## config.mk

```make
export PLATFORM = sky130hd
export DESIGN_NAME = tpu_layer_ctrl
export DESIGN_NICKNAME = d
export VERILOG_FILES = /design/src/rtl/tpu_pkg.sv /design/src/rtl/tpu_layer_ctrl.sv
export SDC_FILE = /design/constraint.sdc
export NUM_CORES = 1
export LEC_CHECK = 0
export ABC_AREA = 0
export BUFFER_PORTS_ARGS = -buffer_cell sky130_fd_sc_hd__buf_2
export CORE_MARGIN = 2
export CORE_UTILIZATION = 42
export CTS_CLUSTER_SIZE = 14
export DETAILED_ROUTE_END_ITERATION = 6
export PLACE_DENSITY = 0.77
export SETUP_SLACK_MARGIN = 0.3
export SYNTH_ARGS = -nofsm -noshare
export SYNTH_HDL_FRONTEND = slang
export SYNTH_SLANG_ARGS = --single-unit
```

## constraint.sdc

```tcl
create_clock -name clk -period 2.1 [get_ports clk]
set_input_delay 0.315 -clock clk [delete_from_list [all_inputs] [get_ports clk]]
set_output_delay 0.315 -clock clk [all_outputs]
set_load 0.05 [all_outputs]
```

## src/rtl/tpu_pkg.sv

```systemverilog
// Shared definitions for the LeNet-5 TPU layer sequencer: FSM states, core/DMA
// command codes and the per-layer geometry table.
package tpu_pkg;

    typedef enum logic [2:0] {
        IDLE,
        START,
        RUN,
        DMA_REQ,
        DMA_WAIT,
        FINISH
    } state_e;

    localparam logic [1:0] CORE_NONE = 2'b00;
    localparam logic [1:0] CORE_CONV = 2'b01;
    localparam logic [1:0] CORE_FC   = 2'b10;

    localparam logic [1:0] DMA_CONV1     = 2'd0;
    localparam logic [1:0] DMA_CONV2     = 2'd1;
    localparam logic [1:0] DMA_FC        = 2'd2;
    localparam logic [1:0] DMA_WRITEBACK = 2'd3;

    localparam logic [4:0] C1_OFMAP    = 5'd28;
    localparam logic [5:0] C1_ICH      = 6'd1;
    localparam logic [4:0] C1_DONE_BIT = 5'd5;
    localparam logic [4:0] C2_OFMAP    = 5'd10;
    localparam logic [5:0] C2_ICH      = 6'd6;
    localparam logic [4:0] C2_DONE_BIT = 5'd15;
    localparam logic [8:0] FC1_IN      = 9'd400;
    localparam logic [6:0] FC1_OUT     = 7'd120;
    localparam logic [8:0] FC2_IN      = 9'd120;
    localparam logic [6:0] FC2_OUT     = 7'd84;
    localparam logic [8:0] FC3_IN      = 9'd84;
    localparam logic [6:0] FC3_OUT     = 7'd10;
    localparam logic [4:0] FC_DONE_BIT = 5'd16;

    localparam logic [2:0] LAST_LAYER = 3'd4;

    typedef struct packed {
        logic [4:0] ofmapSize;
        logic [5:0] ifmapCh;
        logic [8:0] inNodes;
        logic [6:0] outNodes;
    } geom_t;

    // Conv layers leave the node counts at 0; FC layers leave the fmap fields at 0.
    localparam geom_t GEOM_TABLE [0:4] = '{
        '{C1_OFMAP, C1_ICH, 9'd0,   7'd0},
        '{C2_OFMAP, C2_ICH, 9'd0,   7'd0},
        '{5'd0,     6'd0,   FC1_IN, FC1_OUT},
        '{5'd0,     6'd0,   FC2_IN, FC2_OUT},
        '{5'd0,     6'd0,   FC3_IN, FC3_OUT}
    };

endpackage

```

## src/rtl/tpu_layer_ctrl.sv

```systemverilog
// Layer sequencer: walks conv1 -> conv2 -> fc1 -> fc2 -> fc3, starting the core,
// waiting for each layer's done bit and handing off to the DMA engine in between.
module tpu_layer_ctrl
    import tpu_pkg::*;
(
    input  logic        clk,
    input  logic        rst_n,
    input  logic        start_i,
    output logic        start_dma_o,
    output logic [1:0]  nth_conv_o,
    input  logic        dma_done_i,
    output logic [4:0]  ofmap_size_o,
    output logic [5:0]  ifmap_ch_o,
    output logic [8:0]  in_node_num_o,
    output logic [6:0]  out_node_num_o,
    input  logic [16:0] done,
    output logic [1:0]  start_core_o,
    output logic        cnn_done_o
);

    state_e     state_q;
    logic [2:0] layer_q;
    geom_t      geom_q;
    logic [1:0] startCore_q;
    logic       startDma_q;
    logic [1:0] nthConv_q;
    logic       cnnDone_q;

    logic [2:0] layerNext;
    geom_t      geom_d;
    logic [1:0] core_d;
    logic [4:0] watchIdx;
    logic [1:0] job_d;
    logic       watchedDone;

    // Lookup for the layer about to be loaded (layer 0 from IDLE, else the next one).
    always_comb begin
        layerNext = (state_q == IDLE) ? 3'd0 : layer_q + 3'd1;
        geom_d    = '0;
        case (layerNext)
            3'd0:    geom_d = GEOM_TABLE[0];
            3'd1:    geom_d = GEOM_TABLE[1];
            3'd2:    geom_d = GEOM_TABLE[2];
            3'd3:    geom_d = GEOM_TABLE[3];
            3'd4:    geom_d = GEOM_TABLE[4];
            default: geom_d = '0;
        endcase
        core_d = (layerNext < 3'd2) ? CORE_CONV : CORE_FC;
    end

    // Completion bit and DMA job for the layer currently running.
    always_comb begin
        watchIdx = FC_DONE_BIT;
        job_d    = DMA_WRITEBACK;
        case (layer_q)
            3'd0: begin
                watchIdx = C1_DONE_BIT;
                job_d    = DMA_CONV1;
            end
            3'd1: begin
                watchIdx = C2_DONE_BIT;
                job_d    = DMA_CONV2;
            end
            3'd2, 3'd3: begin
                watchIdx = FC_DONE_BIT;
                job_d    = DMA_FC;
            end
            default: begin
                watchIdx = FC_DONE_BIT;
                job_d    = DMA_WRITEBACK;
            end
        endcase
        watchedDone = done[watchIdx];
    end

    always_ff @(posedge clk) begin
        if (!rst_n) begin
            state_q     <= IDLE;
            layer_q     <= '0;
            geom_q      <= '0;
            startCore_q <= CORE_NONE;
            startDma_q  <= 1'b0;
            nthConv_q   <= '0;
            cnnDone_q   <= 1'b0;
        end else begin
            startCore_q <= CORE_NONE;
            startDma_q  <= 1'b0;
            cnnDone_q   <= 1'b0;
            case (state_q)
                IDLE: begin
                    if (start_i) begin
                        layer_q     <= '0;
                        geom_q      <= geom_d;
                        startCore_q <= core_d;
                        state_q     <= START;
                    end
                end
                START: state_q <= RUN;
                RUN: begin
                    if (watchedDone) begin
                        startDma_q <= 1'b1;
                        nthConv_q  <= job_d;
                        state_q    <= DMA_REQ;
                    end
                end
                DMA_REQ: state_q <= DMA_WAIT;
                DMA_WAIT: begin
                    if (dma_done_i) begin
                        if (layer_q == LAST_LAYER) begin
                            cnnDone_q <= 1'b1;
                            state_q   <= FINISH;
                        end else begin
                            layer_q     <= layerNext;
                            geom_q      <= geom_d;
                            startCore_q <= core_d;
                            state_q     <= START;
                        end
                    end
                end
                FINISH: begin
                    geom_q  <= '0;
                    state_q <= IDLE;
                end
                default: state_q <= IDLE;
            endcase
        end
    end

    assign start_core_o   = startCore_q;
    assign start_dma_o    = startDma_q;
    assign nth_conv_o     = nthConv_q;
    assign cnn_done_o     = cnnDone_q;
    assign ofmap_size_o   = geom_q.ofmapSize;
    assign ifmap_ch_o     = geom_q.ifmapCh;
    assign in_node_num_o  = geom_q.inNodes;
    assign out_node_num_o = geom_q.outNodes;

endmodule

```

# --- Word-level counts from Yosys, hierarchy flattened ---
# Cells that the tools add are included.
totals:
  rom_bits: 0
  n_memories: 0
  ram_bits: 0
  register_bits: 39
  output_inout_bits: 33
  latch_bits: 0
  elab_cells: 68
  in_bits: 21
op_classes:
  muxes: 26
  n_eq_ne: 17
  multipliers: 0
  bitwise_logic: 0
  n_reduce_logical: 12
  shift: 0
  addsub: 1
  n_lt_le_gt_ge: 2
  n_div: 0
ops:
  columns: ["operator", "n"]
  rows:
  - ["$pmux W27 S5", 1]
  - ["$mux W27", 3]
  - ["$pmux W27 S3", 1]
  - ["$mux W3", 8]
  - ["$eq A3 B2 Y1 const B", 6]
  - ["$pmux W3 S5", 1]
  - ["$eq A3 B3 Y1 const B", 4]
  - ["$pmux W5 S2", 1]
  - ["$eq A3 B1 Y1 const B", 3]
  - ["$logic_not A3 Y1", 3]
  - ["$mux W2", 4]
  - ["$ne A2 B2 Y1 const B", 4]
  - ["$reduce_and A4 Y1", 2]
  - ["$lt A5 B6 Y1 const B", 1]
  - ["$pmux W2 S3", 1]
  - ["$pmux W3 S2", 1]
  - ["$reduce_and A3 Y1", 2]
  - ["$bmux W1 S5", 1]
  - ["$pmux W2 S2", 1]
  - ["$reduce_and A2 Y1", 2]
  - ["$add A3 B1 Y3 const B", 1]
  - ["$lt A3 B2 Y1 const B", 1]
  - ["$mux W1", 3]
  - ["$reduce_bool A3 Y1", 1]
  - ["2 further kinds", 2]

# --- Longest topological paths before layout ---
logic_depth:
  ltp_word: 7
  depth_mapped: 6
  mapped_depth_nobuf: 6

# --- Least setup slack after synthesis ---
# OpenSTA, ideal clock, no wires.
synth_path:
  kind: "register to register"
  startpoint: "register layer_q[0]"
  endpoint: "register nthConv_q[0] (netlist: nth_conv_o[0])"
  t_arrival_ns: 1.646
  path_stages_with_launch: 7
  n_path_buf: 0
  required_time_ns: 2.031
  period_less_slack_ns: 1.715
  slack_ns: 0.385
  setup_time_ns: 0.069
  path_cell_list: "dfxtp_1 -> inv_1 -> ha_1 -> o21bai_1 -> a221oi_2 -> or4_1 -> o21ai_1"
synth_via:
  elab_chain_cells: 5
  elab_cells_between_ends: 10
  classes_between: "eq/ne (3); mux (4); reduce/logical (3)"
synth_rtl:
  columns: ["item", "line", "text"]
  rows:
  - ["from (decl)", "tpu_layer_ctrl.sv:22", "logic [2:0] layer_q;"]
  - ["from (signal assigned)", "tpu_layer_ctrl.sv:113", "layer_q <= layerNext;"]
  - ["$eq A3 B1 Y1 / $logic_not A3 Y1 (equally long branches)", "tpu_layer_ctrl.sv:55", "case (layer_q)"]
  - ["$pmux W5 S2", "tpu_layer_ctrl.sv:55", null]
  - ["$bmux W1 S5", "tpu_layer_ctrl.sv:73", "watchedDone = done[watchIdx];"]
  - ["$mux W1 (not written as such)", "tpu_layer_ctrl.sv:73", null]
  - ["$reduce_and A2 Y1 (no source line)", null, null]
  - ["to (signal assigned)", "tpu_layer_ctrl.sv:102", "nthConv_q <= job_d;"]
  - ["to (decl)", "tpu_layer_ctrl.sv:26", "logic [1:0] nthConv_q;"]
# Parallel ways exist; a longest one is shown, timed or not. The select of a mux whose other input is x is not followed.
# A chain may end at the register's enable or synchronous reset.

# --- Worst setup path in the final report ---
layout_path:
  startpoint: "register layer_q[0]"
  endpoint: "register nthConv_q[1] (netlist: nth_conv_o[1])"
# The elaborated chain is that of the path after synthesis.

==> flow_summary_export.csv <==
group,metric,value,unit
outcome,outcome,"finished, final reports clean",
cts,clock_tree.root_cell,"clkbuf_4",
critical_path,critical-path-max-stage-delay,0.41,ns
yosys,synth_most_common_cell,"dfxtp_1",
yosys,synth_seq_cells,22,
sta,period_minus_slack,1.72,ns
min_path,hp-class,"in -> reg",
sta,setup_viol,0,
cts,clockBufferDepth,2,
drt,drt_iter0_markers,16,
floorplanning,rows,19,
floorplanning,core,2690,µm²
global_route,grt_overflow,0,
critical_path,cp-start-kind,"register",
cts,ctsHoldBuffers,0,
layout,fillers,256,
cts,clk_pin_slew,0.13,ns
pwr,p_leak,0.588,nW
pwr,p_clk_share,32.3,%
critical_path,critPathMaxFanout,9,
sta,finalMaxSlewViolations,0,
placement,dp_hpwl,1.66,mm
pwr,power_per_cell_area,753,nW/µm²
sta,fmax,581,MHz
critical_path,cp_cell_sequence,"inv_2 > ha_2 > o21bai_1 > a221oi_2 > nor2_1 > o221a_1",
drt,via_count,986,
layout,nets,182,
critical_path,critPathKind,"reg -> reg",
placement,port_buffers,32,
pwr,sw_frac_of_total,31.3,%
sta,fin_setup_tns,0,ns
cts,clock-sinks,22,
min_path,holdPathStages,3,
sta,period_share,82.0,%
critical_path,r2r_slack,0.38,ns
critical_path,critPathRequiredTime,2.31,ns
floorplanning,io_pins,54,
yosys,syn_area_per_cell,8.91,µm²
pwr,internal_power,0.689,mW
global_route,grt_pass1_wl,3.64,mm
floorplanning,start_util,43.1,%
yosys,ys.flop_type,"dfxtp_1",
global_route,antenna_found_initial,0,
cts,cts_buffers,3,
sta,finalHoldViolCount,0,
yosys,ys_types,39,
pwr,vdd_drop_max,0.442,mV
yosys,synth.largest_area_cell,"dfxtp_1",
min_path,hp-start,"rst_n",
cts,cts_tree,"built",
yosys,yosysWarnings,0,
yosys,netlist.area_leader.share,38.0,%
floorplanning,die_w,56.5,µm
drt,drc_errors,0,
sta,rsz0062_at_grt,"yes",
yosys,synth_async_sr_flop_share,0,%
placement,place_inst,180,
sta,skew,0.000628,ns
cts,insertion_delay,0.30,ns
job,maxCapViolCount,0,
min_path,whs_endpoint,"nth_conv_o[0]$_SDFFE_PN0P_",
drt,wire_per_inst,12.3,µm
floorplanning,die_height,56.5,µm
critical_path,crit_slowest_cell,"a221oi_2",
yosys,synth_commonest_cells,"dfxtp_1 (22), buf_4 (17), o21ai_1 (11), a21oi_1 (8)",
placement,gp_congestion,0.803,
critical_path,worstRegToRegCells,6,
drt,routed_wl,2.29,mm
global_route,grt_usage,14.3,%
pwr,sequentialPowerShare,45.4,%
yosys,synthesis.area,1160,µm²
layout,num_antenna_cells,0,
pwr,power,1.00,mW
cts,h-tree-depth,1,
floorplanning,dieArea,3190,µm²
layout,area_growth,14.9,%
yosys,ys_seq_area_share,38.0,%
critical_path,r2r_end,"nth_conv_o[1]$_SDFFE_PN0P_",
yosys,synth_area_leaders,"dfxtp_1 (38%), buf_4 (11%), ha_1 (5.4%)",
drt,viasPerCell,5.30,
yosys,synth_edf_count,0,
layout,instances_no_fill,186,
pwr,p_comb_share,22.3,%
global_route,grt_max_degree,16,
layout,drive_gt1_share,32.3,%
global_route,grt_pass1_vias,855,
critical_path,critPathCaptureType,"register",
drt,drt_first_pass_iters,6,
yosys,syn_inst,130,
critical_path,reg2reg_from,"layer_q[0]$_SDFFE_PN0P_",
pwr,p_sw,0.313,mW
critical_path,crit_arrival,1.93,ns
drt,antenna_left,0,
[layer usage]
metal | track usage [%] | vias to the layer above | part of all wire [%] | wire length (µm)
li1 | - | 492 | - | -
met1 | 17.5 | 455 | 44 | 1010
met2 | 22.9 | 35 | 48 | 1090
met3 | 4.15 | 4 | 6.6 | 151
met4 | 6.80 | 0 | 1.7 | 40
met5 | 0 | - | 0 | 0
[worst max-delay path, delay by kind of cell, from the launching register on]
family	cells	cell delay, ns
AOI/OAI and AO/OA	3	0.76
DFF	1	0.40
adders and majority gates	1	0.24
buffers and inverters	1	0.11
and+or+nand+nor	1	0.11
[per-stage QoR]
step                      utilization (%)  area [µm²]  hold WS [ns]  setup WS (ns)
after CTS                            49.3        1320         0.328          0.321
after detailed placement             46.5        1250         0.438          0.110
after floorplan                         -        1180         0.505          0.385
after global placement               46.5        1250         0.434          0.177
final                                49.6        1330         0.333          0.379
after global routing                 49.6        1330         0.330          0.272
[power by group through the flow]
stage	Sequential, mW	Combinational, mW	Clock, mW
after floorplan	0.495	0.155	0
after global placement	0.464	0.208	0
after detailed placement	0.465	0.211	0
final	0.455	0.224	0.324
after CTS	0.455	0.218	0.329
after global routing	0.458	0.238	0.348
[flip-flops by register name, summed over array words and instances, names as in the netlist]
name            flops
nth_conv_o          2
in_node_num_o       5
start_dma_o         1
layer_q             3
cnn_done_o          1
ifmap_ch_o          2
ofmap_size_o        1
out_node_num_o      2
state_q             3
start_core_o        2
[kinds of logic (layout without fill, tap and decap cells)]
group,after synthesis,in the layout,share of synthesized area [%]
muxes,1,1,0.864
xor gates and xnor gates,1,1,0.756
DFF,22,22,38.0
and+or+nand+nor,37,37,19.1
buffers and inverters,27,46,14.5
other,1,7,0.324
AOI/OAI and AO/OA,36,36,21.1
adders and majority gates,5,5,5.40
[placed cells by master (no fill, tap or decap), types with 3 or more instances in the layout]
cell	Yosys	routed
conb_1	1	7
o21ai_1	11	10
buf_2	2	32
o22ai_1	3	3
nor2_1	5	5
ha_1	5	4
nor2b_1	3	3
nand4_1	3	3
a21oi_1	8	8
nand2_1	6	6
clkbuf_4	0	3
dfxtp_1	22	21
inv_1	6	5
and2_1	3	3
buf_4	17	3
[worst max-delay path by stage]
stage	from	endpoint	slack, ns	cells after the start
after floorplan	layer_q[0]$_SDFFE_PN0P_	nth_conv_o[0]$_SDFFE_PN0P_	0.38	6
after global placement	layer_q[0]$_SDFFE_PN0P_	nth_conv_o[1]$_SDFFE_PN0P_	0.18	6
after detailed placement	layer_q[0]$_SDFFE_PN0P_	nth_conv_o[1]$_SDFFE_PN0P_	0.11	6
after CTS	layer_q[0]$_SDFFE_PN0P_	nth_conv_o[1]$_SDFFE_PN0P_	0.32	6
after global routing	layer_q[0]$_SDFFE_PN0P_	nth_conv_o[1]$_SDFFE_PN0P_	0.27	6
final	layer_q[0]$_SDFFE_PN0P_	nth_conv_o[1]$_SDFFE_PN0P_	0.38	6
[what timing repair did]
item / in CTS / in global routing
setup endpoints to repair: 17 / 12
gates resized for setup: 3 / 3
pin swaps: 2 / 1
buffers inserted: 2 / 0
[cell type report]
class                           instances  area [µm²]  area share (%)
Tap cell                               31        38.8            2.91
Clock inverter                          1        30.0            2.26
Timing Repair Buffer                   36         194            14.6
Clock buffer                            3        22.5            1.69
Multi-Input combinational cell         87         579            43.5
Sequential cell                        22         444            33.4
Inverter                                6        22.5            1.69
Note: power is estimated with default switching activity, not from simulation.
